<file path="config.mk">
export PLATFORM = sky130hd
export DESIGN_NAME = muldiv_unit_flat
export DESIGN_NICKNAME = d
export VERILOG_FILES = /design/src/rtl/muldiv_pkg.sv /design/src/rtl/muldiv_if.sv /design/src/rtl/muldiv_signfix.sv /design/src/rtl/muldiv_unit.sv /design/src/flat_wrapper.sv
export SDC_FILE = /design/constraint.sdc
export NUM_CORES = 1
export LEC_CHECK = 0
export ABC_AREA = 1
export BUFFER_PORTS_ARGS = -buffer_cell sky130_fd_sc_hd__buf_2
export CAP_MARGIN = 20
export CORE_MARGIN = 4
export CORE_UTILIZATION = 30
export DETAILED_ROUTE_END_ITERATION = 10
export GPL_ROUTABILITY_DRIVEN = 0
export PLACE_DENSITY = 0.44
export SKIP_LAST_GASP = 1
export SLEW_MARGIN = 40
export SYNTH_ARGS = -nofsm -noshare
export SYNTH_HDL_FRONTEND = slang
export SYNTH_SLANG_ARGS = --single-unit
</file>
<file path="constraint.sdc">
create_clock -name clk -period 4 [get_ports clk]
set_input_delay 0.6 -clock clk [delete_from_list [all_inputs] [get_ports clk]]
set_output_delay 0.6 -clock clk [all_outputs]
set_load 0.005 [all_outputs]
</file>
<file path="src/rtl/muldiv_pkg.sv">
// Shared types and constants for the RV32M iterative multiply/divide unit.
package muldiv_pkg;

    typedef enum logic [2:0] {
        OP_MUL    = 3'b000,
        OP_MULH   = 3'b001,
        OP_MULHSU = 3'b010,
        OP_MULHU  = 3'b011,
        OP_DIV    = 3'b100,
        OP_DIVU   = 3'b101,
        OP_REM    = 3'b110,
        OP_REMU   = 3'b111
    } muldiv_op_e;

    typedef enum logic [1:0] {
        S_IDLE,
        S_BUSY,
        S_DONE
    } muldiv_state_e;

    localparam logic [31:0] DIV0_QUOT = 32'hFFFF_FFFF;
    localparam logic [31:0] INT_MIN   = 32'h8000_0000;

endpackage

</file>
<file path="src/rtl/muldiv_if.sv">
// EX-stage request/response bundle between the pipeline and the multiply/divide unit.
interface muldiv_if
    import muldiv_pkg::*;
#(
    parameter int WIDTH = 32
);
    logic             Start_E;
    muldiv_op_e       MulDivOp_E;
    logic [WIDTH-1:0] SrcA_E;
    logic [WIDTH-1:0] SrcB_E;
    logic             Flush_E;
    logic [WIDTH-1:0] MulDivResult_E;
    logic             MulDivDone_E;
    logic             MulDivStall_E;

    modport master (
        output Start_E, MulDivOp_E, SrcA_E, SrcB_E, Flush_E,
        input  MulDivResult_E, MulDivDone_E, MulDivStall_E
    );

    modport slave (
        input  Start_E, MulDivOp_E, SrcA_E, SrcB_E, Flush_E,
        output MulDivResult_E, MulDivDone_E, MulDivStall_E
    );
endinterface

</file>
<file path="src/rtl/muldiv_signfix.sv">
// Conditional two's-complement negate; used both for operand magnitude and result sign fixup.
module muldiv_signfix #(
    parameter int WIDTH = 32
) (
    input  logic [WIDTH-1:0] value,
    input  logic             negate,
    output logic [WIDTH-1:0] result
);
    assign result = negate ? (~value + WIDTH'(1)) : value;
endmodule

</file>
<file path="src/rtl/muldiv_unit.sv">
// Iterative RV32M multiply/divide unit: one shift-add / restoring-divide step per cycle,
// stalling the pipeline until a single-cycle DONE presents the result.
module muldiv_unit
    import muldiv_pkg::*;
#(
    parameter int WIDTH = 32
) (
    input logic      clk,
    input logic      rst_n,
    muldiv_if.slave  bus
);
    localparam int CW = $clog2(WIDTH);

    muldiv_state_e    state_q, state_d;
    logic [CW-1:0]    cnt_q, cnt_d;
    muldiv_op_e       op_q, op_d;
    logic             sign_a_q, sign_a_d, sign_b_q, sign_b_d;
    logic [WIDTH-1:0] mag_a_q, mag_a_d, mag_b_q, mag_b_d;
    logic [WIDTH-1:0] hi_q, hi_d, lo_q, lo_d;
    logic [WIDTH-1:0] result_q, result_d;

    logic             in_sign_a, in_sign_b, is_div_in, div_zero, div_ovf;
    logic [WIDTH-1:0] abs_a, abs_b, fast_res;

    assign in_sign_a = bus.SrcA_E[WIDTH-1] &&
                       (bus.MulDivOp_E inside {OP_MUL, OP_MULH, OP_MULHSU, OP_DIV, OP_REM});
    assign in_sign_b = bus.SrcB_E[WIDTH-1] &&
                       (bus.MulDivOp_E inside {OP_MUL, OP_MULH, OP_DIV, OP_REM});
    assign is_div_in = bus.MulDivOp_E[2];
    assign div_zero  = is_div_in && (bus.SrcB_E == '0);
    assign div_ovf   = (bus.MulDivOp_E inside {OP_DIV, OP_REM}) &&
                       (bus.SrcA_E == WIDTH'(INT_MIN)) && (bus.SrcB_E == '1);

    always_comb begin
        fast_res = '0;
        if (div_zero)
            fast_res = bus.MulDivOp_E[1] ? bus.SrcA_E : WIDTH'(DIV0_QUOT);
        else if (div_ovf)
            fast_res = bus.MulDivOp_E[1] ? '0 : WIDTH'(INT_MIN);
    end

    muldiv_signfix #(.WIDTH(WIDTH)) u_abs_a (.value(bus.SrcA_E), .negate(in_sign_a), .result(abs_a));
    muldiv_signfix #(.WIDTH(WIDTH)) u_abs_b (.value(bus.SrcB_E), .negate(in_sign_b), .result(abs_b));

    // One iteration: multiply accumulates into hi and shifts the multiplier out of lo;
    // divide shifts the dividend out of lo into the remainder and shifts quotient bits in.
    logic [WIDTH:0]   mul_sum, div_shift, div_diff;
    logic             div_ok;
    logic [WIDTH-1:0] step_hi, step_lo;

    assign mul_sum   = {1'b0, hi_q} + (lo_q[0] ? {1'b0, mag_a_q} : '0);
    assign div_shift = {hi_q, lo_q[WIDTH-1]};
    assign div_diff  = div_shift - {1'b0, mag_b_q};
    assign div_ok    = ~div_diff[WIDTH];
    assign step_hi   = op_q[2] ? (div_ok ? div_diff[WIDTH-1:0] : div_shift[WIDTH-1:0])
                               : mul_sum[WIDTH:1];
    assign step_lo   = op_q[2] ? {lo_q[WIDTH-2:0], div_ok} : {mul_sum[0], lo_q[WIDTH-1:1]};

    logic [2*WIDTH-1:0] prod_fix;
    logic [WIDTH-1:0]   quot_fix, rem_fix, final_res;

    muldiv_signfix #(.WIDTH(2*WIDTH)) u_fix_prod (
        .value({step_hi, step_lo}), .negate(sign_a_q ^ sign_b_q), .result(prod_fix));
    muldiv_signfix #(.WIDTH(WIDTH)) u_fix_quot (
        .value(step_lo), .negate(sign_a_q ^ sign_b_q), .result(quot_fix));
    muldiv_signfix #(.WIDTH(WIDTH)) u_fix_rem (
        .value(step_hi), .negate(sign_a_q), .result(rem_fix));

    always_comb begin
        unique case (op_q)
            OP_MUL:                      final_res = prod_fix[WIDTH-1:0];
            OP_MULH, OP_MULHSU, OP_MULHU: final_res = prod_fix[2*WIDTH-1:WIDTH];
            OP_DIV, OP_DIVU:             final_res = quot_fix;
            default:                     final_res = rem_fix;
        endcase
    end

    always_comb begin
        state_d  = state_q;
        cnt_d    = cnt_q;
        op_d     = op_q;
        sign_a_d = sign_a_q;
        sign_b_d = sign_b_q;
        mag_a_d  = mag_a_q;
        mag_b_d  = mag_b_q;
        hi_d     = hi_q;
        lo_d     = lo_q;
        result_d = result_q;
        unique case (state_q)
            S_IDLE: begin
                if (bus.Start_E && !bus.Flush_E) begin
                    op_d     = bus.MulDivOp_E;
                    sign_a_d = in_sign_a;
                    sign_b_d = in_sign_b;
                    mag_a_d  = abs_a;
                    mag_b_d  = abs_b;
                    cnt_d    = '0;
                    if (div_zero || div_ovf) begin
                        result_d = fast_res;
                        state_d  = S_DONE;
                    end else begin
                        hi_d    = '0;
                        lo_d    = is_div_in ? abs_a : abs_b;
                        state_d = S_BUSY;
                    end
                end
            end
            S_BUSY: begin
                hi_d  = step_hi;
                lo_d  = step_lo;
                cnt_d = cnt_q + CW'(1);
                if (cnt_q == CW'(WIDTH-1)) begin
                    result_d = final_res;
                    state_d  = S_DONE;
                end
            end
            S_DONE:  state_d = S_IDLE;
            default: state_d = S_IDLE;
        endcase
        if (bus.Flush_E) begin
            state_d  = S_IDLE;
            cnt_d    = '0;
            result_d = result_q;
        end
    end

    always_ff @(posedge clk or negedge rst_n) begin
        if (!rst_n) begin
            state_q  <= S_IDLE;
            cnt_q    <= '0;
            op_q     <= OP_MUL;
            sign_a_q <= 1'b0;
            sign_b_q <= 1'b0;
            mag_a_q  <= '0;
            mag_b_q  <= '0;
            hi_q     <= '0;
            lo_q     <= '0;
            result_q <= '0;
        end else begin
            state_q  <= state_d;
            cnt_q    <= cnt_d;
            op_q     <= op_d;
            sign_a_q <= sign_a_d;
            sign_b_q <= sign_b_d;
            mag_a_q  <= mag_a_d;
            mag_b_q  <= mag_b_d;
            hi_q     <= hi_d;
            lo_q     <= lo_d;
            result_q <= result_d;
        end
    end

    assign bus.MulDivStall_E  = ((state_q == S_IDLE) && bus.Start_E && !bus.Flush_E) ||
                                (state_q == S_BUSY);
    assign bus.MulDivDone_E   = (state_q == S_DONE);
    assign bus.MulDivResult_E = result_q;

endmodule

</file>
<file path="src/flat_wrapper.sv">
// flat-port wrapper written by rule: the top's interface ports become plain ports
module muldiv_unit_flat import muldiv_pkg::*;
#(
    parameter int WIDTH = 32
)
  (clk, rst_n, bus_Start_E, bus_MulDivOp_E, bus_SrcA_E, bus_SrcB_E, bus_Flush_E, bus_MulDivResult_E, bus_MulDivDone_E, bus_MulDivStall_E);
  muldiv_if #(.WIDTH(WIDTH)) bus_i ();
  input logic clk;
  input logic rst_n;
  input wire logic [$bits(bus_i.Start_E)-1:0] bus_Start_E;
  input wire logic [$bits(bus_i.MulDivOp_E)-1:0] bus_MulDivOp_E;
  input wire logic [$bits(bus_i.SrcA_E)-1:0] bus_SrcA_E;
  input wire logic [$bits(bus_i.SrcB_E)-1:0] bus_SrcB_E;
  input wire logic [$bits(bus_i.Flush_E)-1:0] bus_Flush_E;
  output wire logic [$bits(bus_i.MulDivResult_E)-1:0] bus_MulDivResult_E;
  output wire logic [$bits(bus_i.MulDivDone_E)-1:0] bus_MulDivDone_E;
  output wire logic [$bits(bus_i.MulDivStall_E)-1:0] bus_MulDivStall_E;
  assign bus_i.Start_E = bus_Start_E;
  assign bus_i.MulDivOp_E = bus_MulDivOp_E;
  assign bus_i.SrcA_E = bus_SrcA_E;
  assign bus_i.SrcB_E = bus_SrcB_E;
  assign bus_i.Flush_E = bus_Flush_E;
  assign bus_MulDivResult_E = bus_i.MulDivResult_E;
  assign bus_MulDivDone_E = bus_i.MulDivDone_E;
  assign bus_MulDivStall_E = bus_i.MulDivStall_E;
  muldiv_unit #(.WIDTH(WIDTH)) u_core (.clk(clk), .rst_n(rst_n), .bus(bus_i));
endmodule
</file>
== After elaboration in Yosys (flattened, before gate mapping) ==
Index checks and enable logic that the tools add are counted.

* Bits of input ports: 71
* Register bits after elaboration: 172

* Reductions and logical operators: 27
* Eq/ne operators: 20
* Bitwise operators: 8
* Muxes and demuxes: 33
* $add $sub $neg: 8

{| class="wikitable"
|+ Operators with widths
! cell !! count
|-
| 2-to-1 mux 32 bit || 20
|-
| case mux 32 bit (2 select lines) || 3
|-
| adder 32 x 1 -> 32 bit, second input constant || 4
|-
| NOT 32 bit || 4
|-
| case mux 32 bit (3 select lines) || 1
|-
| adder 64 x 1 -> 64 bit, second input constant || 1
|-
| == test 32 bit, second input constant || 2
|-
| 2-to-1 mux 64 bit || 1
|-
| NOT 64 bit || 1
|-
| adder 32 x 33 -> 33 bit || 1
|-
| subtractor 33 x 32 -> 33 bit || 1
|-
| zero test 32 bit || 1
|-
| == test 3 bit, second input constant || 4
|-
| 2-to-1 mux 5 bit || 2
|-
| case mux 5 bit (2 select lines) || 1
|-
| == test 3 x 2 -> 1 bit, second input constant || 3
|-
| logical AND 1 bit || 8
|-
| 2-to-1 mux 2 bit || 4
|-
| == test 3 x 1 -> 1 bit, second input constant || 2
|-
| zero test 3 bit || 2
|-
| inequality test 2 x 1 -> 1 bit, second input constant || 3
|-
| inequality test 3 x 2 -> 1 bit, second input constant || 2
|-
| AND reduction 2 bit || 3
|-
| adder 5 x 1 -> 5 bit, second input constant || 1
|-
| 18 further kinds || 21
|}

== Longest topological paths before layout ==
* Depth in word-level cells: 9
* Depth in mapped cells: 34

== Hierarchy ==
From an unflattened synthesis, not the netlist that was laid out.

* Cell total of the unflattened synthesis: 3796
* Area total of the unflattened synthesis: 21678.3 um^2

{| class="wikitable"
|+ By module, submodules not included
! module !! cells each !! instances !! area each (um^2)
|-
| muldiv_unit || 2390 || 1 || 14777.9
|-
| muldiv_signfix at u_core.u_abs_a ... || 227 || 4 || 1108.6
|-
| muldiv_signfix at u_core.u_fix_prod || 498 || 1 || 2466.1
|}

== Worst setup path after synthesis ==
No wires, ideal clock.

* Kind: register to register
* Start: register u_core.lo_q[31]
* End: register u_core.result_q[18] (netlist: u_core.bus.MulDivResult_E[18])
* Data arrival time: 4.024 ns
* Path buffers: 0
* Setup slack: -0.150 ns
* Clock period less this slack: 4.150 ns
* Setup time: 0.126 ns
* Stages on the path, launching flop included: 34
* Path through: dfrtp_1 -> inv_1 -> ha_1 -> inv_1 -> fa_1 -> nand3_1 -> nand3_1 -> nand2_1 -> nand2_1 -> nand2_1 -> nand2_1 -> nand2_1 -> nand2_1 -> nand2_1 -> nand2_2 -> o21ai_2 -> ha_1 -> nand3_1 -> nor2_1 -> nand4_1 -> nor2_2 -> nand4_1 -> nor2_1 -> nand3_1 -> inv_1 -> nand2_1 -> nor2_1 -> nand2_1 -> nand2_1 -> o211ai_1 -> nand3_1 -> nand2_1 -> nor2_1 -> o21ai_0

* Word-level cells in the longest chain between the ends: 9
* Elaborated cells between the ends (all ways): 17

{| class="wikitable"
|+ RTL lines
! element !! RTL line !! source
|-
| start: declaration || muldiv_unit.sv:19 || <nowiki>logic [WIDTH-1:0] hi_q, hi_d, lo_q, lo_d;</nowiki>
|-
| start signal: assignment || muldiv_unit.sv:148 || <nowiki>lo_q <= lo_d;</nowiki>
|-
| subtractor 33 x 32 -> 33 bit || muldiv_unit.sv:53 || <nowiki>assign div_diff = div_shift - {1'b0, mag_b_q};</nowiki>
|-
| 2-to-1 mux 32 bit or NOT 1 bit (tied branches) || muldiv_unit.sv:55, muldiv_unit.sv:54 ||
|-
| 2-to-1 mux 32 bit (on tied branches) || muldiv_unit.sv:55, muldiv_unit.sv:57 ||
|-
| NOT 64 bit or NOT 32 bit (tied branches) || muldiv_signfix.sv:9 || <nowiki>assign result = negate ? (~value + WIDTH'(1)) : value;</nowiki>
|-
| adder 64 x 1 -> 64 bit or adder 32 x 1 -> 32 bit (tied branches) || muldiv_signfix.sv:9 ||
|-
| 2-to-1 mux 64 bit or 2-to-1 mux 32 bit (tied branches) || muldiv_signfix.sv:9 ||
|-
| case mux 32 bit (3 select lines) (*) || muldiv_unit.sv:70 || <nowiki>unique case (op_q)</nowiki>
|-
| 2-to-1 mux 32 bit (*) || muldiv_unit.sv:112 || <nowiki>if (cnt_q == CW'(WIDTH-1)) begin</nowiki>
|-
| case mux 32 bit (2 select lines) (*) || muldiv_unit.sv:89 || <nowiki>unique case (state_q)</nowiki>
|-
| end signal: assignment || muldiv_unit.sv:149 || <nowiki>result_q <= result_d;</nowiki>
|-
| end: declaration || muldiv_unit.sv:20 || <nowiki>logic [WIDTH-1:0] result_q, result_d;</nowiki>
|}

Mark *: on every way between the ends. The rest lies on a longest branch, timed or not. The select of a mux whose other input is x is not followed.
A chain may end at the register's enable or synchronous reset.

== Final worst setup path ==
* Start: register u_core.lo_q[31]
* End: register u_core.result_q[4] (netlist: u_core.bus.MulDivResult_E[4])

The elaborated chain is that of the path after synthesis.

==> summary.txt <==
Run status
  – Outcome: complete, but fails checks
  – Violated checks: negative setup slack

Yosys
  – Cell with the most instances after synthesis: nand2_1
  – Post-Synthesis Cells: 3,155
  – Netlist Area Pre-Place: 18,500 µm²
  – Ranking of synthesized cells by area: dfrtp_1, nand2_1, inv_1, nor2_1, o21ai_0
  – Yosys reg bits: 172
  – Commonest cells in the netlist: nand2_1, inv_1, nor2_1, o21ai_0, nand3_1
  – Area leader, netlist: dfrtp_1
  – Synth warnings: 0
  – Async set or reset register ratio after synthesis: 100%
  – Syn_area_per_cell: 5.86 µm²
  – Syn Nets: 3,299
  – Top_reg_cell synth: dfrtp_1
  – Seq/Total Area, Yosys: 23.3%
  – Synth top area share: 23.3%
  – Count of cell types in the netlist: 58
  – Number of synthesized flops with an enable pin: 0

Setup path
  – R2r startpoint: u_core.lo_q[31]$_DFFE_PN0P_
  – Critical path's largest stage delay: 0.39 ns
  – R2R cell count: 30
  – Crit end category: flop
  – Arrival @ worst endpoint: 4.68 ns
  – Critical path class: reg -> reg
  – Type of origin of the critical path: flop
  – R2R Path End: u_core.bus.MulDivResult_E[4]$_DFFE_PN0P_
  – Reg-to-reg setup timing slack: -0.28 ns
  – Critical Path RT: 4.40 ns
  – Crit-path max FO: 4
  – Crit-path most repeated cell: nand2_2
  – Slowest cell on crit path: dfrtp_1

CTS
  – CTS sink cnt: 172
  – CTS H-tree depth: 4
  – Max Buffers Root-to-Sink: 2
  – Hold-fix buffer count after cts: 0
  – Num CTS Buffers: 17
  – CTS tree: done
  – CTS root buffer: clkbuf_16
  – Clk_lat worst skew: 0.51 ns
  – Clk slew on worst S/H paths: 0.08 ns

Global routing
  – Initial antenna violation count: 7
  – Vias in the first global route: 21.9k
  – Largest net degree at the start of global routing: 82
  – M1 GR Usage: 37.4%
  – GR Util met3: 4.40%
  – Gr ovfl total: 0
  – Busiest grt layer: met2
  – Global Route Usage Sum: 28.2%
  – Routing usage on met2: 44.3%
  – Global-route wire length before repair: 140,000 µm

Die
  – Initial core utilization: 30.5%
  – Die W: 256 µm
  – Core area: 60,700 µm²
  – Die Area: 65,700 µm²
  – Die Ht: 256 µm
  – I/O Pins: 105
  – Row count: 90

Final layout
  – Post-route core utilization: 38.1%
  – Nets: 3,654
  – Area delta synth->final: 25.0%
  – Fillers: 6,778
  – Share of cells above drive strength 1: 17.6%
  – Non-filler cells, final: 4,306

Power
  – Power per cell area: 1110 nW/µm²
  – Leak pwr: 12.1 nW
  – Worst vdd ir: 0.365 mV

Routing
  – Post-route ant nets: 0
  – Residual DRC count: 0
  – 1st-iter DRT viols: 2,343
  – DRT Pass-1 Iters: 6
  – Final wirelength: 94,900 µm
  – Vias: 22.7k
  – WL/cell: 22.0 µm
  – Drt via density: 5.28

STA
  – Period utilisation layout: 107%
  – Setup TNS: -2.75 ns
  – Final Skew: 0.0216 ns
  – RSZ-0062 raised after global routing: yes
  – FMAX: 0.234 GHz
  – Worst Tran Pin Value: 0.903 ns
  – WHS: 0.0766 ns
  – Final setup violating endpoints: 18
  – Final Hold Viols: 0
  – Normalized max-slew margin: 39.6%
  – Minimum clock period: 4.28 ns
  – Final Max Slew Viols: 0
  – Setup ws final: -0.282 ns

Placement
  – PortBufs: 104
  – Cell count after placement: 4,259
  – DP HPWL: 77,900 µm
  – Pre-CTS setup slack: -0.421 ns

Job
  – Max_cap viols: 0

Worst hold path
  – Hold Crit Class: in -> async
metrics by stage:
step	instance area (µm²)	total power, mW
final	23100	25.6
after detailed placement	22200	23.0
after global placement	22200	23.0
after global routing	23100	27.6
after floorplan	18600	13.8
after CTS	22900	25.1
cell type report:
type / instances / area, µm² / share of cell area (%)
timing repair buffer: 447 / 3240 / 14.0
clock inverter: 15 / 170 / 0.736
antenna: 1 / 2.50 / 0.0108
clock buffer: 17 / 425 / 1.84
sequential: 172 / 4310 / 18.6
tap: 782 / 978 / 4.23
inverter: 446 / 1680 / 7.25
multi-input combinational: 2426 / 12300 / 53.3
worst max-delay path by stage:
| stage | startpoint | cells after the start | end | slack [ns] |
|---|---|---|---|---|
| 2_1_floorplan | u_core.lo_q[31]$_DFFE_PN0P_ | 33 | u_core.bus.MulDivResult_E[10]$_DFFE_PN0P_ | 0.004 |
| 3_3_place_gp | u_core.lo_q[31]$_DFFE_PN0P_ | 34 | u_core.bus.MulDivResult_E[6]$_DFFE_PN0P_ | -0.37 |
| 3_5_place_dp | u_core.lo_q[31]$_DFFE_PN0P_ | 33 | u_core.bus.MulDivResult_E[10]$_DFFE_PN0P_ | -0.42 |
| 4_1_cts | u_core.lo_q[31]$_DFFE_PN0P_ | 34 | u_core.bus.MulDivResult_E[6]$_DFFE_PN0P_ | -0.14 |
| 5_1_grt | u_core.lo_q[31]$_DFFE_PN0P_ | 34 | u_core.bus.MulDivResult_E[6]$_DFFE_PN0P_ | -0.51 |
| 6_report | u_core.lo_q[31]$_DFFE_PN0P_ | 30 | u_core.bus.MulDivResult_E[4]$_DFFE_PN0P_ | -0.28 |
layout by cell type, fill, tap and decap left out, drive strengths merged, types with 38 or more instances in the layout:
cell type,instances
nor2,362
ha,71
a21oi,179
o21ai,245
nand3,237
inv,449
nand4,38
nand2,969
xor2,94
nor3,38
buf,446
dfrtp,172
power breakdown:
part | internal [mW] | switching, mW | total (mW)
Combinational | 7.43 | 13.4 | 20.8
Sequential | 2.55 | 0.507 | 3.06
Clock | 0.837 | 0.937 | 1.77
sequential cells by signal (all words and copies together), names as in the netlist:
name,count
u_core.sign_b_q,1
u_core.bus.MulDivResult_E,32
u_core.cnt_q,5
u_core.mag_a_q,32
u_core.hi_q,32
u_core.mag_b_q,32
u_core.lo_q,32
u_core.op_q,3
u_core.state_q,2
u_core.sign_a_q,1
logic make-up after synthesis:
group / count (synthesis) / share of synthesized area [%]
adder cells (fa/ha/maj): 73 / 5.02
AO/OA/AOI/OAI: 548 / 16.4
flip-flops: 172 / 23.3
AND/OR/NAND/NOR: 1700 / 38.6
XOR/XNOR: 105 / 4.97
buffers and inverters: 557 / 11.7
worst max-delay path: cells and delay by family, from the launching register on:
kind	cells	cell delay [ns]
AND/OR/NAND/NOR	19	2.11
AO/OA/AOI/OAI	4	0.54
buffers and inverters	3	0.27
adder cells (fa/ha/maj)	3	0.69
XOR/XNOR	1	0.22
flip-flops	1	0.39
routing by layer:
layer / vias to the layer above / wire length, µm
met5: - / 13
met4: 2 / 5550
met3: 185 / 6650
met2: 922 / 41700
met1: 10800 / 40900
li1: 10900 / -
timing repair:
action | 4_1_cts | 5_1_grt
cloned | 0 | 1
pin swaps | 16 | 17
endpoints found under the setup margin | 30 | 32
resized for setup | 28 | 46
setup buffers | 8 | 6
Note: power is estimated with default switching activity, not from simulation.
